===== src/rtl/spi_pkg.sv =====
// ============================================================================
// Module : spi_pkg
// Brief  : Shared state encoding and SPI mode-0 constants for spi_master.
// Rev    : 1.0  initial release
// ============================================================================
`default_nettype none

package spi_pkg;

  typedef enum logic [2:0] {
    ST_IDLE      = 3'd0,
    ST_LEAD      = 3'd1,
    ST_SHIFT     = 3'd2,
    ST_WAIT_NEXT = 3'd3,
    ST_TRAIL     = 3'd4,
    ST_GAP       = 3'd5
  } spi_state_e;

  localparam logic c_CPOL        = 1'b0;
  localparam logic c_CPHA        = 1'b0;
  localparam logic c_SSEL_ACTIVE = 1'b0;

  // States in which a new word may be handed over.
  function automatic logic ready_state(input spi_state_e s);
    return (s == ST_IDLE) || (s == ST_WAIT_NEXT);
  endfunction

endpackage

`default_nettype wire


===== src/rtl/spi_clk_gen.sv =====
// ============================================================================
// Module : spi_clk_gen
// Brief  : SCLK divider: half-period tick, rise/fall strobes, registered SCLK.
// Rev    : 1.0  initial release
// ============================================================================
`default_nettype none

module spi_clk_gen
  import spi_pkg::*;
#(
  parameter int CLK_DIV = 2
) (
  input  logic clk,
  input  logic rst_n,
  input  logic i_clear,
  input  logic i_run,
  output logic o_tick,
  output logic o_rise,
  output logic o_fall,
  output logic o_sclk
);

  localparam int              c_CW   = (CLK_DIV > 1) ? $clog2(CLK_DIV) : 1;
  localparam logic [c_CW-1:0] c_LAST = c_CW'(CLK_DIV - 1);

  logic [c_CW-1:0] r_cnt;
  logic            r_sclk;

  assign o_tick = (r_cnt == c_LAST);
  assign o_rise = o_tick & i_run & (r_sclk == c_CPOL);
  assign o_fall = o_tick & i_run & (r_sclk != c_CPOL);
  assign o_sclk = r_sclk;

  always_ff @(posedge clk or negedge rst_n) begin
    if (!rst_n) begin
      r_cnt  <= '0;
      r_sclk <= c_CPOL;
    end else begin
      if (i_clear || o_tick) r_cnt <= '0;
      else                   r_cnt <= r_cnt + c_CW'(1);
      // SCLK only ever changes here, so it cannot glitch.
      if (o_rise || o_fall) r_sclk <= ~r_sclk;
      else if (i_clear)     r_sclk <= c_CPOL;
    end
  end

endmodule

`default_nettype wire


===== src/rtl/spi_master.sv =====
// ============================================================================
// Module : spi_master
// Brief  : SPI mode-0 initiator with multi-word frames, MSB first.
// Rev    : 1.0  initial release
// ============================================================================
`default_nettype none

module spi_master
  import spi_pkg::*;
#(
  parameter int WIDTH   = 8,
  parameter int CLK_DIV = 2
) (
  input  logic             clk,
  input  logic             rst_n,
  input  logic             i_tx_valid,
  output logic             o_tx_ready,
  input  logic [WIDTH-1:0] i_tx_data,
  input  logic             i_tx_last,
  output logic             o_rx_valid,
  output logic [WIDTH-1:0] o_rx_data,
  output logic             o_busy,
  output logic             o_sclk,
  output logic             o_ssel,
  output logic             o_mosi,
  input  logic             i_miso
);

  localparam int              c_BW   = $clog2(WIDTH + 1);
  localparam logic [c_BW-1:0] c_BITS = c_BW'(WIDTH);

  spi_state_e       r_state;
  spi_state_e       w_state_nxt;
  logic             r_tx_ready;
  logic             r_ssel;
  logic             r_mosi;
  logic             r_rx_valid;
  logic             r_last;
  logic [WIDTH-1:0] r_tx_sr;
  logic [WIDTH-1:0] r_rx_sr;
  logic [WIDTH-1:0] r_rx_data;
  logic [c_BW-1:0]  r_bit_cnt;
  logic             w_tick;
  logic             w_rise;
  logic             w_fall;
  logic             w_accept;
  logic             w_done;
  logic             w_run;
  logic             w_clear;

  assign w_accept = i_tx_valid & r_tx_ready;
  assign w_run    = (r_state == ST_SHIFT);
  assign w_done   = w_fall & (r_bit_cnt == c_BITS);
  // Every state change restarts the divider so each phase lasts whole half-periods.
  assign w_clear  = (w_state_nxt != r_state);

  spi_clk_gen #(
    .CLK_DIV (CLK_DIV)
  ) u_clk_gen (
    .clk     (clk),
    .rst_n   (rst_n),
    .i_clear (w_clear),
    .i_run   (w_run),
    .o_tick  (w_tick),
    .o_rise  (w_rise),
    .o_fall  (w_fall),
    .o_sclk  (o_sclk)
  );

  always_ff @(posedge clk or negedge rst_n) begin
    if (!rst_n) r_state <= ST_IDLE;
    else        r_state <= w_state_nxt;
  end

  always_comb begin
    w_state_nxt = r_state;
    case (r_state)
      ST_IDLE:      if (w_accept) w_state_nxt = ST_LEAD;
      ST_LEAD:      if (w_tick)   w_state_nxt = ST_SHIFT;
      ST_SHIFT:     if (w_done)   w_state_nxt = r_last ? ST_TRAIL : ST_WAIT_NEXT;
      ST_WAIT_NEXT: if (w_accept) w_state_nxt = ST_SHIFT;
      ST_TRAIL:     if (w_tick)   w_state_nxt = ST_GAP;
      ST_GAP:       if (w_tick)   w_state_nxt = ST_IDLE;
      default:                    w_state_nxt = ST_IDLE;
    endcase
  end

  always_ff @(posedge clk or negedge rst_n) begin
    if (!rst_n) begin
      r_tx_ready <= 1'b0;
      r_ssel     <= ~c_SSEL_ACTIVE;
      r_mosi     <= 1'b0;
      r_rx_valid <= 1'b0;
      r_last     <= 1'b0;
      r_tx_sr    <= '0;
      r_rx_sr    <= '0;
      r_rx_data  <= '0;
      r_bit_cnt  <= '0;
    end else begin
      // Registered from the next state so ready stays low in the first cycle out of reset.
      r_tx_ready <= ready_state(w_state_nxt);
      r_ssel     <= ((w_state_nxt == ST_IDLE) || (w_state_nxt == ST_GAP)) ?
                    ~c_SSEL_ACTIVE : c_SSEL_ACTIVE;
      r_rx_valid <= w_done;

      if (w_accept) begin
        r_tx_sr   <= i_tx_data;
        r_mosi    <= i_tx_data[WIDTH-1];
        r_last    <= i_tx_last;
        r_bit_cnt <= '0;
      end else if ((w_state_nxt == ST_GAP) && (r_state != ST_GAP)) begin
        r_mosi <= 1'b0;
      end else if (w_fall && !w_done) begin
        r_tx_sr <= {r_tx_sr[WIDTH-2:0], 1'b0};
        r_mosi  <= r_tx_sr[WIDTH-2];
      end

      if (w_rise) begin
        r_rx_sr   <= {r_rx_sr[WIDTH-2:0], i_miso};
        r_bit_cnt <= r_bit_cnt + c_BW'(1);
      end

      if (w_done) r_rx_data <= r_rx_sr;
    end
  end

  assign o_tx_ready = r_tx_ready;
  assign o_ssel     = r_ssel;
  assign o_mosi     = r_mosi;
  assign o_rx_valid = r_rx_valid;
  assign o_rx_data  = r_rx_data;
  assign o_busy     = (r_state != ST_IDLE);

endmodule

`default_nettype wire


===== config.mk =====
export PLATFORM = sky130hd
export DESIGN_NAME = spi_master
export DESIGN_NICKNAME = d
export VERILOG_FILES = /design/src/rtl/spi_pkg.sv /design/src/rtl/spi_clk_gen.sv /design/src/rtl/spi_master.sv
export SDC_FILE = /design/constraint.sdc
export NUM_CORES = 1
export LEC_CHECK = 0
export CAP_MARGIN = 20
export CORE_UTILIZATION = 40
export DETAILED_ROUTE_END_ITERATION = 16
export PLACE_DENSITY_LB_ADDON = 0.1
export SYNTH_ARGS = -nofsm -noshare
export SYNTH_HDL_FRONTEND = slang
export SYNTH_SLANG_ARGS = --single-unit
export TNS_END_PERCENT = 5

===== constraint.sdc =====
create_clock -name clk -period 3 [get_ports clk]
set_input_delay 0.6 -clock clk [delete_from_list [all_inputs] [get_ports clk]]
set_output_delay 0.6 -clock clk [all_outputs]
set_load 0.01 [all_outputs]

# Word-level counts from Yosys, hierarchy flattened
# Cells that the tools add are included.
[totals] register_bits=37 latchBits=0 mem_bits_rw=0 rom_bits=0 output_inout_bits=14 elab_cells=66 memories=0
[op_classes] addsub=2 n_mul=0 div_mod_pow=0 order_cmp=0 n_eq_ne=11 shift=0 mux=20 n_bitwise=6 n_reduce_logical=15
[ops] cell="$mux W3" n=7
[ops] cell="$mux W7" n=3
[ops] cell="$pmux W3 S6" n=1
[ops] cell="$eq A3 B2 Y1 const B" n=3
[ops] cell="$eq A3 B3 Y1 const B" n=3
[ops] cell="$mux W4" n=2
[ops] cell="$mux W1" n=7
[ops] cell="$logic_not A3 Y1" n=2
[ops] cell="$reduce_bool A2 Y1" n=3
[ops] cell="$reduce_bool A3 Y1" n=2
[ops] cell="$and A1 B1 Y1" n=5
[ops] cell="$add A4 B1 Y4 const B" n=1
[ops] cell="$eq A4 B4 Y1 const B" n=1
[ops] cell="$logic_or A1 B1 Y1" n=4
[ops] cell="$eq A3 B1 Y1 const B" n=1
[ops] cell="$ne A3 B3 Y1" n=1
[ops] cell="$ne A3 B3 Y1 const B" n=1
[ops] cell="$logic_and A1 B1 Y1" n=2
[ops] cell="$ne A2 B2 Y1 const B" n=1
[ops] cell="$reduce_and A2 Y1" n=1
[ops] cell="$add A1 B1 Y1 const B" n=1
[ops] cell="$logic_not A1 Y1" n=1
[ops] cell="$not A1 Y1" n=1

# Depth between registers and ports, before layout
# Gate-level depths: netlist of the first run.
[depth] word_depth=10 depth_mapped=7 ltp_nobuf=6

# Cells and area by module
# From an unflattened synthesis of the first run, not the netlist that was laid out.
[unflattened] cells_unflattened=174 hier_area_um2=1775.5
[modules_own_cells] module="spi_master" instances=1 cells_per_inst=166 area_each_um2=1690.4 seq_area_each_um2=877.1
[modules_own_cells] module="spi_clk_gen" instances=1 cells_per_inst=8 area_each_um2=85.1 seq_area_each_um2=50.0

# Least setup slack after synthesis of the first run
# Ideal clock, no wire load.
[synth_timing] path_type="reg-to-output" startpoint="reg r_state[1]" endpoint="out o_busy" t_arrival_ns=0.994 required_ns=2.400 slack_ns=1.406 stages_incl_launch_ff=3 n_path_buf=1 path_cell_list="dfrtp_1 clkbuf_1 or3_1"
[synth_via] elab_chain_cells=1
[synth_lines] element="start: declaration" line_no="spi_master.sv:32" text="spi_state_e r_state;"
[synth_lines] element="start signal: assignment" line_no="spi_master.sv:72" text="else r_state <= w_state_nxt;"
[synth_lines] element="$reduce_bool A3 Y1" line_no="spi_master.sv:132" text="assign o_busy = (r_state != ST_IDLE);"
[synth_lines] element="end: declaration" line_no="spi_master.sv:22" text="output logic o_busy,"
# Every way passes these cells.

# Final worst setup path of the first run
# Ends and elaborated chain as after synthesis.

==> metrics.md, run 1 <==
| Metric | Value |
|---|---|
| Area leader, netlist | dfrtp_1 |
| Vias | 1176 |
| Syn Nets | 162 |
| Grt met3 use | 0.0565 |
| HPWL reported at the end of detailed placement | 2.04 mm |
| Post-Syn Instances | 147 |
| Met2 Use GR | 0.246 |
| Global route hottest layer | met2 |
| Reg-to-reg endpoint | u_clk_gen.o_tick |
| P per Cell Area | 987 nW/µm² |
| Endpoints failing setup | 0 |
| Antenna-violating nets left | 0 |
| Total negative setup slack | 0 ns |
| Maximum VDD drop | 516 µV |
| Via density | 5.32 |
| Peak Freq | 437 MHz |
| Initial antenna violation count | 0 |
| ANT cells | 0 |
| Final instance area | 2070 µm² |
| RSZ-0062 raised after global routing | false |
| Syn Area/Cell | 11.5 µm² |
| Final hold viol count | 0 |
| Hold endpoint | o_rx_data[1] |
| Setup CP Type | register to output port |
| Max-cap violations | 0 |
| Met1 Resource Use GR | 0.194 |
| Worst-Skew Late Latency | 0.29 ns |
| Die Y | 67.1 µm |
| Ys Warns | 0 |
| Total placed cells including tap cells | 214 |
| #FFs+latches synth | 37 |
| Largest cells by area after synthesis | dfrtp_1 53%, mux2_2 9.3%, mux2i_1 5.3%, nand2_1 4.2%, o21ai_0 3.2% |
| Core Rows | 23 |
| DRC marker count from the first detailed-route iteration | 54 |
| Synth async-reset ratio | 1.00 |
| Syn-to-layout area delta | 22.2% |
| Total GRT Usage | 0.158 |
| RR Startpoint | r_state[2] |
| R2R depth | 4 |
| Max H-tree Level | 2 |
| Core area | 4030 µm² |
| Min-Delay Path Depth | 1 |
| Outcome | finished, final reports clean |
| Crit path max fanout | 13 |
| Root buffer cell | clkbuf_8 |
| Non-filler cells, final | 221 |
| Final min period | 2.29 ns |
| Initial core utilization | 0.420 |
| Crit path DAT | 1.69 ns |
| CTS Buffer Depth | 2 |
| I/O pins | 27 |
| Final Net Count | 186 |
| Final wirelength | 3.09 mm |
| Worst R2R Setup Slack | 1.03 ns |
| Post-CTS Resized | 0 |
| Iteration count of the initial detailed-routing pass | 4 |
| Clock skew | 0.0101 ns |
| Cell variety after synth | 33 |
| Die width | 67.1 µm |
| Ys flop type | dfrtp_1 |
| Slew @ Worst Pin | 0.585 ns |
| First-pass GRT wire length | 5.08 mm |
| Clk sink count | 37 |
| Final core area utilization | 0.514 |
| Commonest cells after routing, fill and taps aside | 36 x dfrtp_1, 26 x clkdlybuf4s50_1, 19 x nand2_1 |
| Min-delay worst type | register to register |
| Worst EP required | 2.40 ns |
| Tcrit/Tclk final | 0.763 |
| Pin count of the biggest net entering global routing | 38 |
| Synth top area share | 0.532 |
| Most common cell after layout, fill and taps aside | dfrtp_1 |
| Die footprint | 4500 µm² |
| Drt wl/cell | 14.0 µm |
| Vias in the first global route | 1145 |
| Lkg Pwr | 0.971 nW |
| Final RePlAce weighted congestion | 0.758 |
| IO buf count | 26 |
| Sequential area share after synthesis | 0.547 |
| Total grt overflow | 0 |
| Crit end category | output port |
| Number of flops mapped to enable cells by yosys | 0 |
| Hold Crit Start | o_rx_data[1] |
| CP startpoint kind | register |
| Final Max Slew Viols | 0 |
| Clock-pin slew on the worst setup and hold paths | 0.07 ns |
| CTS tree | done |
| Ratio of cells with drive above 1 in the final layout | 0.164 |
| Cts hold-fix bufs | 0 |
| Cell area after synthesis | 1690 µm² |
| DP Area | 1970 µm² |
| TritonCTS Buffers | 5 |
| Relative slew slack | 0.609 |
| Number of remaining DRC errors | 0 |
| Post-CTS Setup Repair Bufs | 0 |
==> final cells by class <==
class | count | area (µm²)
Clock buffer | 5 | 68.8
Clock inverter | 2 | 35.0
Fill cell | 359 | 1960
Inverter | 6 | 22.5
Multi-Input combinational cell | 94 | 686
Sequential cell | 37 | 927
Tap cell | 50 | 62.6
Timing Repair Buffer | 27 | 268
==> report_power, final <==
part | leakage (nW) | switching, mW | internal (mW)
clock network | 0.0540 | 0.167 | 0.241
registers | 0.471 | 0.168 | 0.706
logic | 0.446 | 0.325 | 0.436
total | 0.971 | 0.660 | 1.38
==> how the worst max path moves through the flow <==
stage | start | end | slack, ns | cells after the start
after floorplan | r_state[1] | o_busy | 1.41 | 2
after global placement | i_tx_valid | r_bit_cnt[0] | 0.92 | 4
after detailed placement | i_tx_valid | r_bit_cnt[0] | 0.86 | 4
after CTS | r_state[1] | o_busy | 0.69 | 2
after global routing | r_state[1] | o_busy | 0.64 | 2
final | r_state[1] | o_busy | 0.71 | 2
==> kinds of logic (layout without fill, tap and decap cells) <==
kind of cell | after synthesis | in the layout | synth area share
xor gates and xnor gates | 1 | 1 | 0.00517
adders and majority gates | 2 | 2 | 0.0148
DFF | 37 | 37 | 0.547
AOI/OAI and AO/OA | 30 | 30 | 0.109
muxes | 26 | 26 | 0.173
and+or+nand+nor | 35 | 35 | 0.103
buffers and inverters | 16 | 40 | 0.0480
==> metrics by stage <==
step	power, mW	setup WS [ns]	hold slack [ns]
2_1_floorplan	1.43	1.41	0.304
3_3_place_gp	1.62	0.916	0.481
3_5_place_dp	1.65	0.860	0.494
4_1_cts	2.07	0.693	0.514
5_1_grt	2.20	0.643	0.525
6_report	2.04	0.712	0.509
==> metal layers <==
layer  vias up  part of all wire
li1        558                 -
met1       589              0.45
met2        25              0.50
met3         4             0.042
met4         0             0.013
met5         -                 0
==> state kept, by name, summed over array words and instances (netlist names) <==
| signal | flops |
|---|---|
| r_tx_sr | 7 |
| o_tx_ready | 1 |
| o_mosi | 1 |
| r_bit_cnt | 4 |
| r_state | 3 |
| o_rx_data | 8 |
| o_ssel | 1 |
| u_clk_gen.o_sclk | 1 |
| r_rx_sr | 8 |
| r_last | 1 |
| u_clk_gen.o_tick | 1 |
| o_rx_valid | 1 |
==> worst max-delay path, cell delays in order (launching register included) <==
cell,delay [ns]
dfrtp_1,0.51
or3_1,0.41
clkdlybuf4s50_1,0.48
==> Yosys cell counts, types with 3 or more instances <==
| cell | number |
|---|---|
| mux2i_1 | 9 |
| mux2_2 | 14 |
| a21oi_1 | 6 |
| nand2_1 | 19 |
| o31ai_1 | 4 |
| nor2_1 | 4 |
| dfrtp_1 | 36 |
| nand3_1 | 4 |
| o21ai_0 | 11 |
| inv_1 | 6 |
| mux2_4 | 3 |
| clkbuf_1 | 5 |
Note: power is estimated with default switching activity, not from simulation.
==> run 2: changes to the inputs <==
- clock period: 3 -> 2.13 ns (I/O delays scaled with it)
==> metrics.md, run 2 (synthesis gave the netlist of run 1 again) <==
| Metric | Value |
|---|---|
| Total grt overflow | 0 |
| Final Max Slew Viols | 0 |
| Power, Total | 2.82 mW |
| Max-cap violations | 0 |
| Final RePlAce weighted congestion | 0.785 |
| HPWL reported at the end of detailed placement | 2.03 mm |
| CP startpoint kind | register |
| Crit path max fanout | 13 |
| RSZ-0062 raised after global routing | false |
| Most common cell after layout, fill and taps aside | dfrtp_1 |
| Via density | 5.05 |
| Core area | 4030 µm² |
| Vias | 1141 |
| Pin count of the biggest net entering global routing | 38 |
| Crit path DAT | 1.62 ns |
| Die footprint | 4500 µm² |
| Outcome | finished, final reports clean |
| Ratio of cells with drive above 1 in the final layout | 0.199 |
| Total GRT Usage | 0.154 |
| Max H-tree Level | 2 |
| Hold slack | 0.495 ns |
| Slew @ Worst Pin | 0.507 ns |
| Endpoints failing setup | 0 |
| Min-delay worst type | register to register |
| Non-filler cells, final | 226 |
| P per Cell Area | 1350 nW/µm² |
| Final setup margin | 0.0856 ns |
| Root buffer cell | clkbuf_8 |
| Syn-to-layout area delta | 23.6% |
| Relative slew slack | 0.661 |
| Worst EP required | 1.70 ns |
| TritonCTS Buffers | 5 |
| Clock skew | 0.0105 ns |
| Tcrit/Tclk final | 0.960 |
| CTS Buffer Depth | 2 |
| Clock-pin slew on the worst setup and hold paths | 0.08 ns |
| Maximum VDD drop | 666 µV |
| Number of remaining DRC errors | 0 |
| DRC marker count from the first detailed-route iteration | 92 |
| Final wirelength | 3.03 mm |
| Final min period | 2.04 ns |
| Total placed cells including tap cells | 217 |
| Commonest cells after routing, fill and taps aside | 34 x dfrtp_1, 26 x clkdlybuf4s50_1, 19 x nand2_1 |
| Total negative setup slack | 0 ns |
| Final hold viol count | 0 |
| First-pass GRT wire length | 5.00 mm |
| CTS tree | done |
| Crit end category | output port |
| Die width | 67.1 µm |
| Antenna-violating nets left | 0 |
| Drt wl/cell | 13.4 µm |
| Peak Freq | 489 MHz |
| Initial antenna violation count | 0 |
| Clk sink count | 37 |
| IO buf count | 26 |
| Vias in the first global route | 1125 |
| Setup CP Type | register to output port |
| Iteration count of the initial detailed-routing pass | 4 |
| ANT cells | 0 |
| Final Net Count | 190 |
| Core Rows | 23 |
| Initial core utilization | 0.420 |
| Die Y | 67.1 µm |
| I/O pins | 27 |
| Place WS | 0.331 ns |
| Worst-Skew Late Latency | 0.28 ns |
| Lkg Pwr | 0.985 nW |
-- run 2: path summary, 6_finish.rpt --
path | slack [ns] | from | depth (start not counted) | to
worst max-delay path | 0.09 | r_state[0] | 2 | o_busy
worst min-delay path | 0.49 | r_bit_cnt[2] | 1 | r_bit_cnt[2]
max in group asynchronous | 1.22 | rst_n | 2 | o_ssel
worst min register to register | 0.49 | r_bit_cnt[2] | 1 | r_bit_cnt[2]
min in group asynchronous | 0.55 | rst_n | 2 | r_state[0]
worst max register to register | 0.33 | r_bit_cnt[0] | 6 | r_tx_sr[2]
-- run 2: critical path, cell delays in order, from the launching register on --
cell	delay, ns
dfrtp_2	0.49
or3_1	0.36
clkdlybuf4s50_1	0.48
-- run 2: through the flow --
step                cell area (µm²)   util
floorplan                      1690      -
global placement               1990  0.493
detailed placement             1990  0.493
CTS                            2080  0.517
global route                   2090  0.520
finish                         2090  0.520
-- run 2: layout make-up --
cell class,instances,area (µm²)
Clock inverter,2,13.8
Fill cell,357,1930
Tap cell,50,62.6
Sequential cell,37,930
Clock buffer,6,82.6
Inverter,6,22.5
Multi-Input combinational cell,94,686
Timing Repair Buffer,31,298
-- run 2: metal layers --
metal | GRT usage | wire length (µm)
met5 | 0 | 0
met4 | 0.0559 | 21
met2 | 0.268 | 1500
met3 | 0.0462 | 114
met1 | 0.174 | 1400
-- run 2: repair_timing --
action                     in CTS  in global routing
gates resized for setup         0                  2
hold endpoints to repair        0                  0
hold buffers                    0                  0
setup buffers                   0                  1
setup endpoints to repair       0                  1
-- run 2: power breakdown --
group | internal (mW) | switching (mW)
Combinational | 0.628 | 0.479
Clock | 0.262 | 0.241
Sequential | 0.997 | 0.215
